**src/rtl/imm_enc_pkg.sv**
```systemverilog
// -----------------------------------------------------------------------------
// imm_enc_pkg
// Shared definitions for the immediate encoder:
//   - immediate class codes (IMM_M, IMM_BR, IMM_LDI, IMM_LDUI). These are the
//     same codes the immediate generator decodes, so both sides agree on what
//     a given out_imm_sel value means. Code 0 is reserved for "no class",
//     which the encoder emits on error beats.
//   - encoder FSM state enum
//   - beat record held in the output register
// -----------------------------------------------------------------------------
package imm_enc_pkg;

    localparam int IMM_SRC_W = 25;   // instruction immediate field width
    localparam int IMM_SEL_W = 3;    // immediate class code width
    localparam int VALUE_W   = 64;   // request value width
    localparam int HI_W      = 15;   // LDUI payload width (value[31:17])

    // Immediate class codes, shared with the immediate generator.
    localparam logic [IMM_SEL_W-1:0] IMM_NONE = 3'd0;
    localparam logic [IMM_SEL_W-1:0] IMM_M    = 3'd1;
    localparam logic [IMM_SEL_W-1:0] IMM_BR   = 3'd2;
    localparam logic [IMM_SEL_W-1:0] IMM_LDI  = 3'd3;
    localparam logic [IMM_SEL_W-1:0] IMM_LDUI = 3'd4;

    // IDLE serves all 1-beat requests; SEND1/SEND2 cover the two beats of a
    // split LDI/LDUI constant.
    typedef enum logic [1:0] {
        IDLE  = 2'd0,
        SEND1 = 2'd1,
        SEND2 = 2'd2
    } state_e;

    // One encoded beat as presented on the output port.
    typedef struct packed {
        logic [IMM_SRC_W-1:0] imm_src;
        logic [IMM_SEL_W-1:0] imm_sel;
        logic                 last;
        logic                 err;
    } beat_t;

endpackage

```
**src/rtl/imm_enc_pack.sv**
```systemverilog
// -----------------------------------------------------------------------------
// imm_enc_pack
// Purely combinational range checking and field packing for one request.
// It produces the first (or only) beat and, for a split LDI constant, the
// 15-bit payload of the following LDUI beat.
//
// Ports:
//   kind_i      in   3   requested immediate class
//   value_i     in  64   immediate or constant to encode
//   imm_src_o   out 25   packed immediate field of the first beat
//   imm_sel_o   out  3   class of the first beat (IMM_NONE on error)
//   err_o       out  1   value not encodable for this class / unknown class
//   two_beat_o  out  1   request needs a trailing LDUI beat
//   hi_src_o    out 15   LDUI payload (value[31:17]), meaningful with two_beat_o
// -----------------------------------------------------------------------------
module imm_enc_pack
    import imm_enc_pkg::*;
(
    input  logic [IMM_SEL_W-1:0] kind_i,
    input  logic [VALUE_W-1:0]   value_i,
    output logic [IMM_SRC_W-1:0] imm_src_o,
    output logic [IMM_SEL_W-1:0] imm_sel_o,
    output logic                 err_o,
    output logic                 two_beat_o,
    output logic [HI_W-1:0]      hi_src_o
);

    logic m_fits;      // value is the sign-extension of value[9:0]
    logic br_fits;     // only bit 16 and bits [11:0] may be set
    logic ldi_short;   // value is the sign-extension of value[19:0]
    logic ldi_long;    // value fits in an unsigned 32-bit constant

    // A value is the sign-extension of its low N bits exactly when bits
    // [63:N-1] are all equal, i.e. all ones or all zeros.
    assign m_fits    = (&value_i[63:9])  || (~|value_i[63:9]);
    assign ldi_short = (&value_i[63:19]) || (~|value_i[63:19]);
    assign ldi_long  = ~|value_i[63:32];
    assign br_fits   = (~|value_i[63:17]) && (~|value_i[15:12]);

    // The upper half of a split constant overlaps the low beat in bits
    // [19:17]; the generator rebuilds value as {hi, lo[16:0]}.
    assign hi_src_o = value_i[31:17];

    // NOTE: every output of a combinational block gets a default before the
    // case statement, so no path leaves a signal unassigned and no latch is
    // inferred.
    always_comb begin
        imm_src_o  = '0;
        imm_sel_o  = IMM_NONE;
        err_o      = 1'b0;
        two_beat_o = 1'b0;
        case (kind_i)
            IMM_M: begin
                if (m_fits) begin
                    imm_src_o[9:0] = value_i[9:0];
                    imm_sel_o      = IMM_M;
                end else begin
                    err_o = 1'b1;
                end
            end
            IMM_BR: begin
                if (br_fits) begin
                    imm_src_o[16]   = value_i[16];
                    imm_src_o[15:4] = value_i[11:0];
                    imm_sel_o       = IMM_BR;
                end else begin
                    err_o = 1'b1;
                end
            end
            IMM_LDI: begin
                if (ldi_short || ldi_long) begin
                    imm_src_o[19:0] = value_i[19:0];
                    imm_sel_o       = IMM_LDI;
                    two_beat_o      = !ldi_short;
                end else begin
                    err_o = 1'b1;
                end
            end
            default: begin
                // IMM_LDUI is an output-only class; it and unused codes are
                // rejected like any other unencodable request.
                err_o = 1'b1;
            end
        endcase
    end

endmodule

```
**src/rtl/imm_enc.sv**
```systemverilog
// -----------------------------------------------------------------------------
// imm_enc
// Immediate encoder: accepts a {kind, 64-bit value} request and emits one or
// two encoded immediate beats on a valid/ready output. All outputs are
// registered; the first beat appears one cycle after acceptance. A 1-beat
// request can be accepted in the same cycle the previous last beat is taken,
// giving one request per cycle. Split LDI constants walk IDLE -> SEND1 ->
// SEND2 -> IDLE, and no new request is accepted while in SEND1/SEND2.
//
// Configuration:
//   IMM_ENC_STATS_EN  when defined, enc_cnt counts accepted requests and
//                     err_cnt counts taken error beats, both saturating.
//                     When undefined, both outputs are tied to zero and no
//                     counter flops exist.
//
// Ports:
//   clk          in   1      clock, rising edge
//   rst          in   1      asynchronous, active-high reset
//   in_valid     in   1      request present
//   in_ready     out  1      request accepted this cycle when in_valid
//   in_kind      in   3      IMM_M / IMM_BR / IMM_LDI
//   in_value     in  64      value to encode
//   out_valid    out  1      beat presented
//   out_ready    in   1      consumer takes the beat
//   out_imm_src  out 25      instruction immediate field
//   out_imm_sel  out  3      immediate class of the beat
//   out_last     out  1      final beat of the request
//   out_err      out  1      request unencodable (payload zero)
//   enc_cnt      out CNT_W   accepted-request counter
//   err_cnt      out CNT_W   error-beat counter
// -----------------------------------------------------------------------------
module imm_enc
    import imm_enc_pkg::*;
#(
    parameter int CNT_W = 16
) (
    input  logic                 clk,
    input  logic                 rst,
    input  logic                 in_valid,
    output logic                 in_ready,
    input  logic [IMM_SEL_W-1:0] in_kind,
    input  logic [VALUE_W-1:0]   in_value,
    output logic                 out_valid,
    input  logic                 out_ready,
    output logic [IMM_SRC_W-1:0] out_imm_src,
    output logic [IMM_SEL_W-1:0] out_imm_sel,
    output logic                 out_last,
    output logic                 out_err,
    output logic [CNT_W-1:0]     enc_cnt,
    output logic [CNT_W-1:0]     err_cnt
);

    state_e            state_q;
    logic              out_valid_q;
    beat_t             beat_q;
    logic [HI_W-1:0]   hi_q;       // pending LDUI payload while in SEND1

    logic [IMM_SRC_W-1:0] pk_imm_src;
    logic [IMM_SEL_W-1:0] pk_imm_sel;
    logic                 pk_err;
    logic                 pk_two_beat;
    logic [HI_W-1:0]      pk_hi_src;

    logic accept;   // request transfer this cycle
    logic take;     // output beat transfer this cycle

    imm_enc_pack u_pack (
        .kind_i     (in_kind),
        .value_i    (in_value),
        .imm_src_o  (pk_imm_src),
        .imm_sel_o  (pk_imm_sel),
        .err_o      (pk_err),
        .two_beat_o (pk_two_beat),
        .hi_src_o   (pk_hi_src)
    );

    // The output register is free when it is empty or its beat leaves now.
    assign in_ready = (state_q == IDLE) && (!out_valid_q || out_ready);
    assign accept   = in_valid && in_ready;
    assign take     = out_valid_q && out_ready;

    // NOTE: sequential state uses non-blocking assignments so every register
    // samples the pre-edge values of the others, independent of statement
    // order.
    always_ff @(posedge clk or posedge rst) begin
        if (rst) begin
            state_q     <= IDLE;
            out_valid_q <= 1'b0;
            beat_q      <= '0;
            hi_q        <= '0;
        end else begin
            case (state_q)
                IDLE: begin
                    if (accept) begin
                        out_valid_q    <= 1'b1;
                        beat_q.imm_src <= pk_imm_src;
                        beat_q.imm_sel <= pk_imm_sel;
                        beat_q.err     <= pk_err;
                        beat_q.last    <= !pk_two_beat;
                        hi_q           <= pk_hi_src;
                        state_q        <= pk_two_beat ? SEND1 : IDLE;
                    end else if (take) begin
                        // Payload is left as-is; only the valid flag drops.
                        out_valid_q <= 1'b0;
                    end
                end
                SEND1: begin
                    // LDI beat is on the port; swap in LDUI once it is taken.
                    if (out_ready) begin
                        beat_q.imm_src <= {{(IMM_SRC_W-HI_W){1'b0}}, hi_q};
                        beat_q.imm_sel <= IMM_LDUI;
                        beat_q.err     <= 1'b0;
                        beat_q.last    <= 1'b1;
                        state_q        <= SEND2;
                    end
                end
                SEND2: begin
                    if (out_ready) begin
                        out_valid_q <= 1'b0;
                        state_q     <= IDLE;
                    end
                end
                default: begin
                    out_valid_q <= 1'b0;
                    state_q     <= IDLE;
                end
            endcase
        end
    end

    assign out_valid   = out_valid_q;
    assign out_imm_src = beat_q.imm_src;
    assign out_imm_sel = beat_q.imm_sel;
    assign out_last    = beat_q.last;
    assign out_err     = beat_q.err;

`ifdef IMM_ENC_STATS_EN
    logic [CNT_W-1:0] enc_cnt_q, enc_cnt_d;
    logic [CNT_W-1:0] err_cnt_q, err_cnt_d;

    // Saturating counters: hold at all-ones instead of wrapping.
    always_comb begin
        enc_cnt_d = enc_cnt_q;
        err_cnt_d = err_cnt_q;
        if (accept && !(&enc_cnt_q)) begin
            enc_cnt_d = enc_cnt_q + CNT_W'(1);
        end
        if (take && beat_q.err && !(&err_cnt_q)) begin
            err_cnt_d = err_cnt_q + CNT_W'(1);
        end
    end

    always_ff @(posedge clk or posedge rst) begin
        if (rst) begin
            enc_cnt_q <= '0;
            err_cnt_q <= '0;
        end else begin
            enc_cnt_q <= enc_cnt_d;
            err_cnt_q <= err_cnt_d;
        end
    end

    assign enc_cnt = enc_cnt_q;
    assign err_cnt = err_cnt_q;
`else
    assign enc_cnt = '0;
    assign err_cnt = '0;
`endif

endmodule

```
**config.mk**
```make
export PLATFORM = sky130hd
export DESIGN_NAME = imm_enc
export DESIGN_NICKNAME = d
export VERILOG_FILES = /design/src/rtl/imm_enc_pkg.sv /design/src/rtl/imm_enc_pack.sv /design/src/rtl/imm_enc.sv
export SDC_FILE = /design/constraint.sdc
export NUM_CORES = 1
export LEC_CHECK = 0
export ABC_CLOCK_PERIOD_IN_PS = 1900
export BUFFER_PORTS_ARGS = -buffer_cell sky130_fd_sc_hd__buf_2
export CAP_MARGIN = 30
export CORE_ASPECT_RATIO = 0.9
export CORE_MARGIN = 2
export CORE_UTILIZATION = 49
export CTS_BUF_LIST = sky130_fd_sc_hd__clkbuf_2 sky130_fd_sc_hd__clkbuf_4 sky130_fd_sc_hd__clkbuf_8
export CTS_CLUSTER_SIZE = 8
export DETAILED_ROUTE_END_ITERATION = 10
export GPL_TIMING_DRIVEN = 0
export HOLD_SLACK_MARGIN = 0.08
export PLACE_DENSITY = 0.88
export SETUP_SLACK_MARGIN = 0.02
export SKIP_CTS_REPAIR_TIMING = 1
export SYNTH_ARGS = -nofsm -noshare
export SYNTH_HDL_FRONTEND = slang
export SYNTH_HIERARCHICAL = 1
export SYNTH_SLANG_ARGS = --single-unit
```
**constraint.sdc**
```tcl
create_clock -name clk -period 1.9 [get_ports clk]
set_input_delay 0.19 -clock clk [delete_from_list [all_inputs] [get_ports clk]]
set_output_delay 0.19 -clock clk [all_outputs]
set_load 0.01 [all_outputs]
```
==> results.md <==
* Status: complete, but fails checks
* Failing checks: negative setup slack
* Syn avg cell area at 10.88 µm²
* Tmin final at about 2.1 ns
* Synthesized area at 2928 µm²
* Crit Path Max Fanout at 5
* Final instance count without filler cells at 491
* Pwr dens at 576.4 nW/µm²
* Placement Cell Area at roughly 3700 µm²
* Pin count of the biggest net entering global routing at 27
* Reg power frac at 48.5%
* Clk pwr share at 31.6%
* Total core area at roughly 5700 µm²
* Final hold violation count at 0
* Most numerous cell in the Yosys netlist: buf_4
* Area contributors post-synth: dfrtp_1 (41%), mux2_2 (15%), buf_4 (14%)
* Gr ovfl total at 0
* CTS tree: done
* Area share of the largest cell type after synthesis at 41.03%
* Final worst slack at -0.1678 ns
* Cell chain of the critical path: buf_2 > nor4_4 > nand2_1 > or4_4 > o22ai_4 > a21o_1 > buf_6 > a22o_1 > mux2_4 > mux2_4
* Startpoint types: input pin
* Most used cell, CP: mux2_4
* Antenna violations before repair at 0
* DR WL/cell at around 16 µm
* Num ports at 135
* Via-per-instance ratio at 5.251
* Worst Setup End Kind: register
* Post-synth top cells: buf_4 (55), dfrtp_1 (48), mux2_2 (38)
* First-pass GRT wire length at about 12 mm
* # port buffers at 102
* Comb pwr share at between 10% and 20%
* Yosys cell types at 40
* Syn-to-layout area delta at 37.99%
* Synth area leader: dfrtp_1
* Int Pwr at 1734 µW
* EDFF count, synth at 0
* Initial DRC Count at 183
* Clk_lat worst skew at 0.30 ns
* Kind of critical path: in2reg
* Yosys reg bits at 48
* Vias in the first global route at 2481
* Max Fclk at 0.4836 GHz
* Share of layout cells above drive strength 1 at between 50 and 60%
* WP data arrival at 2.31 ns
* ANT cells at 0
* Placed Instances at 478
* First drt pass iteration count at 5
* Critical Path RT at 2.15 ns
* Max cap viols at 0
* Antenna-violating nets left at 0
* Ys async rst share at 100.0%
* RePlAce Congestion at 0.8803
* Overall routing resource usage at 22.56%
* Main synth FF type: dfrtp_1
* Leak pwr at about 0.0021 µW
* Post-detail-place hpwl at 5.845 mm
* Slew Limit Fails at 0
* Die H at 77.33 µm
* Initial Util at 51.14%
* FILL cells at 420
* DR vias at roughly 2600
* Part of the Yosys area used for sequential elements at 41.03%
* Die X at 85.48 µm
* Residual DRC count at 0
* Clk pin slew, worst setup/hold paths at approximately 0.08 ns
* Worst min path class: in2reg
* Core Util, Final at 70.56%
* Clk_skew at 0.007709 ns
* CTS root buffer: clkbuf_8
* RSZ-0062 raised after global routing: yes
* CP peak stage delay at 0.59 ns
* Die Area at 6610 µm²
* # setup viols final at 14
* Switch Pwr at between 500 and 600 µW
* Row count at 26
* Final period utilization at 108.8%
* Design area at between 4000 and 5000 µm²
* Sw frac at 25.52%
* Post-synthesis cell count at 269
* Clock Sinks at 48
* Final wirelength at 7.998 mm
* Clock Tree Buf Depth at 2
* CTS buffer count at 5
* Final #Nets at roughly 490
* Yosys warns at 6
* CP max-delay cell: or4_4
* Worst vdd ir at roughly 0.44 mV
* H-Tree Depth at 2
[flip-flops by register name (all words and copies together) (netlist names)]
| name | count |
|---|---|
| hi_q | 15 |
| out_err | 1 |
| out_imm_sel | 3 |
| out_imm_src | 25 |
| out_last | 1 |
| out_valid | 1 |
| state_q | 2 |
[worst max-delay path: cells and delay by family]
kind / cells / cell delay [ns]
AOI/OAI and AO/OA: 3 / 0.56
and+or+nand+nor: 3 / 1.00
muxes: 2 / 0.29
buffers and inverters: 2 / 0.26
[power groups by stage]
stage | Sequential (µW) | Clock [µW] | Combinational [µW]
finish | 1130 | 736 | 464
global route | 1140 | 800 | 501
CTS | 1130 | 750 | 431
detailed placement | 1150 | 0 | 429
global placement | 1140 | 0 | 413
floorplan | 1150 | 0 | 250
[cells in the final DEF, fill, tap and decap left out, types with 2 or more instances in the layout]
master and instances:
buf_2 103, buf_4 56, dfrtp_1 48, conb_1 38, mux2_2 31, a22o_1 25, nand4_1 12, mux2_4 11
buf_6 9, nor4_1 8, nand2_1 8, inv_1 5, clkbuf_8 5, nor4_4 4, and2_1 4, mux2_1 3
nor4_2 3, nand3_1 3, and2_4 3, nor2b_1 2, nor2_1 2, a22oi_1 2, nand2b_1 2, nor3_1 2
a21oi_1 2, nor3_2 2
[metrics by stage]
step                      worst slack [ns]  hold slack (ns)  TNS [ns]  total power [µW]
after floorplan                   -0.03283           0.2725   -0.2498              1398
after global placement             -0.4093           0.4201    -6.801              1555
after detailed placement           -0.4559           0.2457    -8.020              1576
after CTS                          -0.1567         -0.08517    -1.803              2306
after global routing               -0.2173           0.1452    -2.329              2439
final                              -0.1678           0.1196    -1.380              2329
[cells by family (layout without fill, tap and decap cells)]
family / Yosys count / after routing / synth area share, %
other: 2 / 38 / 0.2565
muxes: 46 / 46 / 17.65
and+or+nand+nor: 65 / 65 / 13.38
DFF: 48 / 48 / 41.03
AOI/OAI and AO/OA: 38 / 38 / 10.90
buffers and inverters: 70 / 186 / 16.79
[path summary, 6_finish.rpt]
| kind | cells past startpoint | to | startpoint | slack (ns) |
|---|---|---|---|---|
| setup / recovery | 10 | out_imm_src[9] | in_value[50] | -0.17 |
| hold / removal | 2 | state_q[0] | out_ready | 0.12 |
| setup reg to reg | 4 | hi_q[14] | out_valid | 0.09 |
| hold reg to reg | 1 | out_imm_src[17] | out_imm_src[17] | 0.49 |
| max in group asynchronous | 4 | out_imm_src[2] | rst | 0.95 |
| min in group asynchronous | 3 | hi_q[10] | rst | 0.44 |
[routing by layer]
layer  vias to the layer above  part of all wire (%)  routed length, µm  GRT usage (%)
met5                         -                     0                  0              0
met4                         0                   4.1                327          12.22
met3                        33                   7.4                590          4.681
met2                       141                    48               3806          35.70
met1                      1199                    41               3274          28.95
li1                       1205                     -                  -              -
[area by class of cell]
type	count	area [µm²]	area share, %
Tap cell	70	87.58	2.168
Clock buffer	6	76.32	1.889
Sequential cell	48	1201	29.73
Multi-Input combinational cell	187	1531	37.91
Clock inverter	2	35.03	0.8671
Inverter	6	22.52	0.5574
Timing Repair Buffer	108	613.1	15.17
Buffer	64	473.0	11.71
No activity file was read; power rests on OpenSTA's default activity.
